--- config.mk ---
export PLATFORM = sky130hd
export DESIGN_NAME = and4_exerciser_flat
export DESIGN_NICKNAME = d
export VERILOG_FILES = /design/src/rtl/and4_exerciser_if.sv /design/src/rtl/and4_exerciser.sv /design/src/flat_wrapper.sv
export SDC_FILE = /design/constraint.sdc
export NUM_CORES = 1
export LEC_CHECK = 0
export BUFFER_PORTS_ARGS = -buffer_cell sky130_fd_sc_hd__buf_4
export CORE_UTILIZATION = 54
export CTS_BUF_LIST = sky130_fd_sc_hd__clkbuf_4 sky130_fd_sc_hd__clkbuf_8
export DETAILED_ROUTE_END_ITERATION = 7
export GPL_ROUTABILITY_DRIVEN = 1
export HOLD_SLACK_MARGIN = 0.1
export PLACE_DENSITY = 0.79
export SLEW_MARGIN = 10
export SYNTH_ARGS = -nofsm -noshare
export SYNTH_HDL_FRONTEND = slang
export SYNTH_SLANG_ARGS = --single-unit
--- constraint.sdc ---
create_clock -name CLK -period 2.25 [get_ports CLK]
set_input_delay 0.45 -clock CLK [delete_from_list [all_inputs] [get_ports CLK]]
set_output_delay 0.45 -clock CLK [all_outputs]
set_load 0.03 [all_outputs]
--- src/rtl/and4_exerciser_if.sv ---
// Signal bundle between the AND4 exerciser and its harness: run control,
// the four cell drives with the cell response, and the run results.
interface and4_exerciser_if #(
    parameter int CNT_W = 16
);
    logic             START;
    logic             ABORT;
    logic             Q_IN;
    logic             IN1;
    logic             IN2;
    logic             IN3;
    logic             IN4;
    logic             BUSY;
    logic             DONE;
    logic [CNT_W-1:0] ERR_CNT;
    logic [CNT_W-1:0] TOG_CNT;
    logic             FAIL_VLD;
    logic [3:0]       FAIL_VEC;

    // Harness side: requests runs and models the cell under test.
    modport master (
        output START, ABORT, Q_IN,
        input  IN1, IN2, IN3, IN4, BUSY, DONE, ERR_CNT, TOG_CNT, FAIL_VLD, FAIL_VEC
    );

    // Exerciser side.
    modport slave (
        input  START, ABORT, Q_IN,
        output IN1, IN2, IN3, IN4, BUSY, DONE, ERR_CNT, TOG_CNT, FAIL_VLD, FAIL_VEC
    );
endinterface

--- src/rtl/and4_exerciser.sv ---
// Gray-code stimulus driver and response checker for a 4-input AND cell:
// one input changes per step, Q is sampled after a settle window and scored.
module and4_exerciser #(
    parameter int SETTLE_CYCLES = 2,
    parameter int REPEAT        = 1,
    parameter int CNT_W         = 16
) (
    input  logic CLK,
    input  logic RSTB,
    and4_exerciser_if.slave bus
);

    localparam logic [7:0] LAST_SETTLE = 8'(SETTLE_CYCLES - 1);
    localparam logic [7:0] LAST_PASS   = 8'(REPEAT - 1);

    typedef enum logic [1:0] {
        IDLE   = 2'd0,
        SETTLE = 2'd1,
        SAMPLE = 2'd2,
        FIN    = 2'd3
    } state_t;

    state_t           state_q, state_d;
    logic [7:0]       cnt_q, cnt_d;
    logic [3:0]       step_q, step_d;
    logic [7:0]       pass_q, pass_d;
    logic [3:0]       drv_q, drv_d;
    logic             busy_q, busy_d;
    logic             done_q, done_d;
    logic [CNT_W-1:0] err_q, err_d;
    logic [CNT_W-1:0] tog_q, tog_d;
    logic             fvld_q, fvld_d;
    logic [3:0]       fvec_q, fvec_d;
    logic             base_q, base_d;
    logic             prev_q, prev_d;
    logic             mismatch;
    logic             changed;

    function automatic logic [CNT_W-1:0] sat_inc(input logic [CNT_W-1:0] v);
        return (&v) ? v : v + 1'b1;
    endfunction

    function automatic logic [3:0] gray(input logic [3:0] n);
        return n ^ (n >> 1);
    endfunction

    // Case-inequality so an X/Z response from the cell is scored as a failure.
    assign mismatch = (bus.Q_IN !== (&drv_q));
    assign changed  = (bus.Q_IN !== prev_q);

    always_comb begin
        state_d = state_q;
        cnt_d   = cnt_q;
        step_d  = step_q;
        pass_d  = pass_q;
        drv_d   = drv_q;
        done_d  = 1'b0;
        err_d   = err_q;
        tog_d   = tog_q;
        fvld_d  = fvld_q;
        fvec_d  = fvec_q;
        base_d  = base_q;
        prev_d  = prev_q;

        unique case (state_q)
            IDLE: begin
                if (bus.START && !bus.ABORT) begin
                    err_d   = '0;
                    tog_d   = '0;
                    fvld_d  = 1'b0;
                    fvec_d  = 4'd0;
                    step_d  = 4'd0;
                    pass_d  = 8'd0;
                    cnt_d   = 8'd0;
                    base_d  = 1'b0;
                    drv_d   = gray(4'd0);
                    state_d = SETTLE;
                end
            end
            SETTLE: begin
                if (bus.ABORT) begin
                    drv_d   = 4'd0;
                    cnt_d   = 8'd0;
                    state_d = IDLE;
                end else if (cnt_q == LAST_SETTLE) begin
                    cnt_d   = 8'd0;
                    state_d = SAMPLE;
                end else begin
                    cnt_d = cnt_q + 8'd1;
                end
            end
            SAMPLE: begin
                if (bus.ABORT) begin
                    drv_d   = 4'd0;
                    state_d = IDLE;
                end else begin
                    if (mismatch) begin
                        err_d = sat_inc(err_q);
                        if (!fvld_q) begin
                            fvld_d = 1'b1;
                            fvec_d = drv_q;
                        end
                    end
                    // The first sample of a run is only the toggle baseline.
                    if (base_q && changed) begin
                        tog_d = sat_inc(tog_q);
                    end
                    prev_d = bus.Q_IN;
                    base_d = 1'b1;
                    if (step_q == 4'd15 && pass_q == LAST_PASS) begin
                        drv_d   = 4'd0;
                        done_d  = 1'b1;
                        state_d = FIN;
                    end else begin
                        step_d  = step_q + 4'd1;
                        if (step_q == 4'd15) begin
                            pass_d = pass_q + 8'd1;
                        end
                        drv_d   = gray(step_q + 4'd1);
                        state_d = SETTLE;
                    end
                end
            end
            FIN: begin
                drv_d   = 4'd0;
                state_d = IDLE;
            end
            default: begin
                drv_d   = 4'd0;
                state_d = IDLE;
            end
        endcase

        busy_d = (state_d != IDLE);
    end

    always_ff @(posedge CLK or negedge RSTB) begin
        if (!RSTB) begin
            state_q <= IDLE;
            cnt_q   <= 8'd0;
            step_q  <= 4'd0;
            pass_q  <= 8'd0;
            drv_q   <= 4'd0;
            busy_q  <= 1'b0;
            done_q  <= 1'b0;
            err_q   <= '0;
            tog_q   <= '0;
            fvld_q  <= 1'b0;
            fvec_q  <= 4'd0;
            base_q  <= 1'b0;
        end else begin
            state_q <= state_d;
            cnt_q   <= cnt_d;
            step_q  <= step_d;
            pass_q  <= pass_d;
            drv_q   <= drv_d;
            busy_q  <= busy_d;
            done_q  <= done_d;
            err_q   <= err_d;
            tog_q   <= tog_d;
            fvld_q  <= fvld_d;
            fvec_q  <= fvec_d;
            base_q  <= base_d;
        end
    end

    // Previous-sample holder needs no reset: base_q gates every use of it.
    always_ff @(posedge CLK) begin
        prev_q <= prev_d;
    end

    assign bus.IN1      = drv_q[0];
    assign bus.IN2      = drv_q[1];
    assign bus.IN3      = drv_q[2];
    assign bus.IN4      = drv_q[3];
    assign bus.BUSY     = busy_q;
    assign bus.DONE     = done_q;
    assign bus.ERR_CNT  = err_q;
    assign bus.TOG_CNT  = tog_q;
    assign bus.FAIL_VLD = fvld_q;
    assign bus.FAIL_VEC = fvec_q;

endmodule

--- src/flat_wrapper.sv ---
// flat-port wrapper written by rule: the top's interface ports become plain ports
module and4_exerciser_flat 
#(
    parameter int SETTLE_CYCLES = 2,
    parameter int REPEAT        = 1,
    parameter int CNT_W         = 16
)
  (CLK, RSTB, bus_START, bus_ABORT, bus_Q_IN, bus_IN1, bus_IN2, bus_IN3, bus_IN4, bus_BUSY, bus_DONE, bus_ERR_CNT, bus_TOG_CNT, bus_FAIL_VLD, bus_FAIL_VEC);
  and4_exerciser_if #(.CNT_W(CNT_W)) bus_i ();
  input  logic CLK;
  input  logic RSTB;
  input wire logic [$bits(bus_i.START)-1:0] bus_START;
  input wire logic [$bits(bus_i.ABORT)-1:0] bus_ABORT;
  input wire logic [$bits(bus_i.Q_IN)-1:0] bus_Q_IN;
  output wire logic [$bits(bus_i.IN1)-1:0] bus_IN1;
  output wire logic [$bits(bus_i.IN2)-1:0] bus_IN2;
  output wire logic [$bits(bus_i.IN3)-1:0] bus_IN3;
  output wire logic [$bits(bus_i.IN4)-1:0] bus_IN4;
  output wire logic [$bits(bus_i.BUSY)-1:0] bus_BUSY;
  output wire logic [$bits(bus_i.DONE)-1:0] bus_DONE;
  output wire logic [$bits(bus_i.ERR_CNT)-1:0] bus_ERR_CNT;
  output wire logic [$bits(bus_i.TOG_CNT)-1:0] bus_TOG_CNT;
  output wire logic [$bits(bus_i.FAIL_VLD)-1:0] bus_FAIL_VLD;
  output wire logic [$bits(bus_i.FAIL_VEC)-1:0] bus_FAIL_VEC;
  assign bus_i.START = bus_START;
  assign bus_i.ABORT = bus_ABORT;
  assign bus_i.Q_IN = bus_Q_IN;
  assign bus_IN1 = bus_i.IN1;
  assign bus_IN2 = bus_i.IN2;
  assign bus_IN3 = bus_i.IN3;
  assign bus_IN4 = bus_i.IN4;
  assign bus_BUSY = bus_i.BUSY;
  assign bus_DONE = bus_i.DONE;
  assign bus_ERR_CNT = bus_i.ERR_CNT;
  assign bus_TOG_CNT = bus_i.TOG_CNT;
  assign bus_FAIL_VLD = bus_i.FAIL_VLD;
  assign bus_FAIL_VEC = bus_i.FAIL_VEC;
  and4_exerciser #(.SETTLE_CYCLES(SETTLE_CYCLES), .REPEAT(REPEAT), .CNT_W(CNT_W)) u_core (.CLK(CLK), .RSTB(RSTB), .bus(bus_i));
endmodule
==> reports/results.ini, run 1 <==
[logic_synthesis]
synth_warnings=0
synth_nets=394
synthFlopType=dfrtp_1
syn_area_per_cell_um2=9.17
synth_area_um2=3500
synth_edf_count=1
async_reset_ff_frac=0.985
yosysSeqAreaShare=0.480
synth_top_area_cell=dfrtp_1
syn_inst=382
synth_cell_types=42
netlist.area_leader.share=0.472
ys_ff_latch=67
synth_area_leaders=dfrtp_1, o21ai_0, nand2_1

[die]
io_pins=48
dieArea_um2=6810
initial_utilization=0.575
core-area_um2=6100
die_w_um=82.5
die_h_um=82.5
num_rows=28

[final_layout]
diodes=0
synthToLayoutAreaGrowth_pct=24.4
drive_gt1_frac=0.217
layout_common_cells=buf_4, dfrtp_1, nand2_1, o21ai_0, nor2_1
num-nets-final=472
mostFrequentLayoutCell=buf_4
finalNonFillerCells=540
n_fill_cell=478

[route]
wl_per_cell_um=15.4
dr_total_vias=3283
routed_wl_um=8290
initialDrtViolationCount=230
post_drt_via_cell_ratio=6.08
postRouteAntennaNets=0
drt-pass1-iter-count=5
drc=0

[timing]
hold_viol=0
final.min_clock_period_ns=2.16
setup_viol=0
finClkSkew_ns=0.00797
fin_crit_sh=0.960
maxSlewViolCount=0
clock.fmax_ghz=0.463
max_slew_margin=0.578
tightest_slew_ns=0.630
fin_tns_setup_ns=0

[critical_path]
cp_data_arrival_time_ns=2.42
crit_type=flip-flop to flip-flop
required_ns=2.52
cp-startpoint=u_core.state_q[1]
r2r_start=u_core.state_q[1]
crit_family=simple AND/OR/NAND/NOR gates
cp-start-kind=flip-flop
worstPathMaxFanout=8
worst_setup_path_end_kind=flip-flop
crit_buf_inv=0
crit_chain=nor2_1 -> or3_1 -> or4_4 -> or4_1 -> a21oi_1
max_stage_delay_ns=0.59
cp_slowest_cell=or4_4

[pwr]
p_leak_nw=2.01
ir_worst_vdd_v=0.000757
power_density_nw_per_um2=613

[grt]
grt_pass1_vias=3006
grt_use_met3=0.0571
grt_overflow=0
grt.met2_usage=0.435
grt_first_pass_wirelength_um=13400
antenna_found_initial=0
grtUsageTotal=0.260
gr-usage-met1=0.336
grt_busiest_layer=met2
grt_max_degree=52

[place]
place_congestion=0.858
placedCellCount=522
hpwl_um=5980
io_buffers=47

[min_path]
min-delay-start=bus_Q_IN
hp-class=input port to flip-flop

[clock_network]
clkTransAtPathRegs_ns=0.07
root_buffer=clkbuf_8
clock_path_buffers=2
cts_htree_levels=3
clk_latency_ns=0.34
cts_buffers=9
cts_tree=yes
cts_num_sinks=67

[job]
drv_cap=0

[run_status]
status=finished, final reports clean

[Yosys cell counts (5+ instances only)]
cell type	count
nor3_1	9
xor2_1	6
nand2_1	38
and3_1	12
or2_2	5
a31oi_1	6
xnor2_1	7
ha_1	7
nand2b_1	8
nand3_1	24
a21oi_1	20
o21ai_0	38
nand4_1	12
clkbuf_1	9
or3_1	10
inv_1	9
or4_1	10
nor2_1	27
dfrtp_1	66
a21o_1	6
o31ai_1	11
[worst reg2reg max path: stages, from the launching register on]
cell and delay, ns:
dfrtp_1 0.40, nor2_1 0.09, or3_1 0.33, or4_4 0.59, or4_1 0.53, a21oi_1 0.15
[per-stage QoR]
stage / hold slack [ns] / utilization / instance area, um2 / total power (W) / setup WS [ns]
6_report: 0.331 / 0.714 / 4360 / 0.00267 / 0.0908
5_1_grt: 0.320 / 0.714 / 4360 / 0.00278 / -0.00700
4_1_cts: 0.317 / 0.713 / 4350 / 0.00268 / 0.0784
3_5_place_dp: 0.326 / 0.678 / 4140 / 0.00169 / -0.111
3_3_place_gp: 0.327 / 0.678 / 4140 / 0.00168 / -0.0605
2_1_floorplan: 0.154 / - / 3500 / 0.00153 / 0.0535
[layer usage]
| metal | routed length (um) | vias up | part of all wire |
|---|---|---|---|
| li1 | - | 1589 | - |
| met4 | 72 | 0 | 0.0087 |
| met5 | 0 | - | 0 |
| met3 | 469 | 9 | 0.057 |
| met2 | 3990 | 111 | 0.48 |
| met1 | 3760 | 1574 | 0.45 |
[power by group]
group | switching [W] | total, W | leakage [nW] | internal (W)
logic | 0.000244 | 0.000382 | 0.986 | 0.000138
registers | 0.0000445 | 0.00129 | 0.925 | 0.00125
clock network | 0.000445 | 0.000994 | 0.103 | 0.000549
total | 0.000734 | 0.00267 | 2.01 | 0.00194
[final cells by class]
| cell class | count | area (um2) | area share |
|---|---|---|---|
| Clock inverter | 5 | 52.6 | 0.0121 |
| Clock buffer | 11 | 145 | 0.0333 |
| Timing Repair Buffer | 78 | 601 | 0.138 |
| Sequential cell | 67 | 1680 | 0.386 |
| Inverter | 9 | 33.8 | 0.00776 |
| Tap cell | 75 | 93.8 | 0.0215 |
| Multi-Input combinational cell | 295 | 1750 | 0.401 |
[state kept, by name, indices dropped and copies added, names as in the netlist, 2 cells and up]
register / flops
u_core.cnt_q: 8
u_core.state_q: 2
u_core.pass_q: 8
u_core.step_q: 4
u_core.bus.FAIL_VEC: 4
u_core.bus.TOG_CNT: 16
u_core.bus.ERR_CNT: 16
u_core.drv_q: 4
[path summary, 6_finish.rpt]
check	endpoint	slack, ns	depth (start not counted)
min in group asynchronous	u_core.bus.ERR_CNT[5]	0.51	2
max in group asynchronous	u_core.bus.BUSY	1.20	3
hold reg to reg	u_core.bus.FAIL_VEC[0]	0.51	1
setup reg to reg	u_core.bus.ERR_CNT[8]	0.09	5
hold / removal	u_core.prev_q	0.33	1
setup / recovery	u_core.bus.ERR_CNT[8]	0.09	5
[logic make-up after synthesis]
| family | Yosys count | share of synthesized area |
|---|---|---|
| simple gates | 169 | 0.251 |
| compound gates | 105 | 0.186 |
| flops | 67 | 0.480 |
| buf+inv | 20 | 0.0221 |
| xor+xnor | 13 | 0.0325 |
| fa+ha+maj | 7 | 0.0250 |
| mux | 1 | 0.00286 |
[timing repair]
action,4_1_cts,5_1_grt
hold buffers,1,0
endpoints found under the hold margin,15,0
pin swaps,0,0
cloned,0,0
gates resized for setup,1,1
endpoints found under the setup margin,1,5
buffers inserted,0,1
Power figures use the tool's default switching activity.
==> run 2, diff against run 1 <==
--- a/config.mk
+++ b/config.mk
@@ -10,6 +10,7 @@
 export CTS_BUF_LIST = sky130_fd_sc_hd__clkbuf_4 sky130_fd_sc_hd__clkbuf_8
 export DETAILED_ROUTE_END_ITERATION = 7
 export GPL_ROUTABILITY_DRIVEN = 1
+export GPL_TIMING_DRIVEN = 0
 export HOLD_SLACK_MARGIN = 0.1
 export PLACE_DENSITY = 0.79
 export SLEW_MARGIN = 10
==> reports/results.ini, run 2 (synthesis results as in run 1) <==
[final_layout]
n_fill_cell=504
layout_common_cells=dfrtp_1, buf_4, nand2_1, o21ai_0, nor2_1
num-nets-final=454
mostFrequentLayoutCell=dfrtp_1
drive_gt1_frac=0.197
finish.instance_area_um2=4210
synthToLayoutAreaGrowth_pct=20.1
finalNonFillerCells=522
diodes=0

[place]
placed_area_um2=3950
place_congestion=0.847
placedCellCount=504
io_buffers=47
hpwl_um=5860
pre_cts_ws_ns=-0.290

[timing]
hold_viol=0
worst_slack_ns=0.0293
clock.fmax_ghz=0.450
final.min_clock_period_ns=2.22
maxSlewViolCount=0
rsz0062_at_grt=yes
setup_viol=0
fin_crit_sh=0.987
tightest_slew_ns=0.819
finClkSkew_ns=0.0109
max_slew_margin=0.454

[route]
routed_wl_um=8500
dr_total_vias=3245
post_drt_via_cell_ratio=6.22
drc=0
drt-pass1-iter-count=5
wl_per_cell_um=16.3
initialDrtViolationCount=338
postRouteAntennaNets=0

[clock_network]
clkTransAtPathRegs_ns=0.07
clock_path_buffers=2
root_buffer=clkbuf_8
cts_hold_buf=0
clk_latency_ns=0.35
cts_tree=yes
cts_htree_levels=3
cts_num_sinks=67
cts_buffers=9

[critical_path]
cp_data_arrival_time_ns=2.49
required_ns=2.52
worstPathMaxFanout=10
crit_type=flip-flop to flip-flop
worst_setup_path_end_kind=flip-flop
reg2regPathDepth=5
cp-start-kind=flip-flop

[pwr]
p_leak_nw=1.91
power_density_nw_per_um2=618
total_power_w=0.00260
ir_worst_vdd_v=0.000446

[grt]
grtUsageTotal=0.272
grt_max_degree=67
antenna_found_initial=0
grt_pass1_vias=3038
grt_overflow=0
grt_first_pass_wirelength_um=13800

[die]
die_h_um=82.5
io_pins=48
num_rows=28
dieArea_um2=6810
die_w_um=82.5
initial_utilization=0.575
core-area_um2=6100

[min_path]
hp-class=input port to asynchronous set/reset pin

[job]
drv_cap=0

[run_status]
status=finished, final reports clean

## run 2: critical path, cell delays in order, from the launching register on
cell     delay, ns
dfrtp_1       0.40
or3_4         0.40
or4_4         0.54
buf_6         0.15
or4_1         0.50
a21oi_1       0.16
## run 2: path summary, 6_finish.rpt
check | start | to | slack [ns]
setup / recovery | u_core.state_q[0] | u_core.bus.ERR_CNT[8] | 0.03
hold / removal | RSTB | u_core.bus.ERR_CNT[5] | 0.20
setup reg to reg | u_core.state_q[0] | u_core.bus.ERR_CNT[8] | 0.03
hold reg to reg | u_core.cnt_q[6] | u_core.cnt_q[6] | 0.50
max in group asynchronous | RSTB | u_core.bus.BUSY | 1.52
min in group CLK | bus_Q_IN | u_core.prev_q | 0.33
## run 2: area by class of cell
class                           count  area, um2  share of cell area
Tap cell                           75       93.8              0.0223
Clock inverter                      2       10.0             0.00238
Clock buffer                       14        174              0.0414
Inverter                            9       33.8             0.00803
Sequential cell                    67       1680               0.400
Timing Repair Buffer               49        368              0.0875
Multi-Input combinational cell    295       1780               0.424
Buffer                             11       60.1              0.0143
## run 2: what timing repair did
item	in CTS	in global routing
pin swaps	0	1
setup buffers	0	2
setup endpoints to repair	27	36
resized for setup	6	19
## run 2: where the power goes
part / total (W) / internal [W] / switching [W]
Combinational: 0.000363 / 0.000114 / 0.000249
Clock: 0.000942 / 0.000494 / 0.000447
Sequential: 0.00129 / 0.00125 / 0.0000437
## run 2: metrics by stage
step / util / hold WS, ns / TNS (ns)
after CTS: 0.681 / 0.236 / 0
after global routing: 0.690 / 0.278 / -0.0261
final: 0.690 / 0.199 / 0
after global placement: 0.648 / 0.485 / -4.67
after detailed placement: 0.648 / 0.491 / -5.08
after floorplan: - / 0.154 / 0
## run 2: layer usage
layer	GRT usage	wire length (um)	up-vias	part of all wire
li1	-	-	1542	-
met3	0.0637	462	11	0.054
met1	0.360	3770	1585	0.44
met5	0	0	-	0
met4	0.110	108	0	0.013
met2	0.430	4160	107	0.49
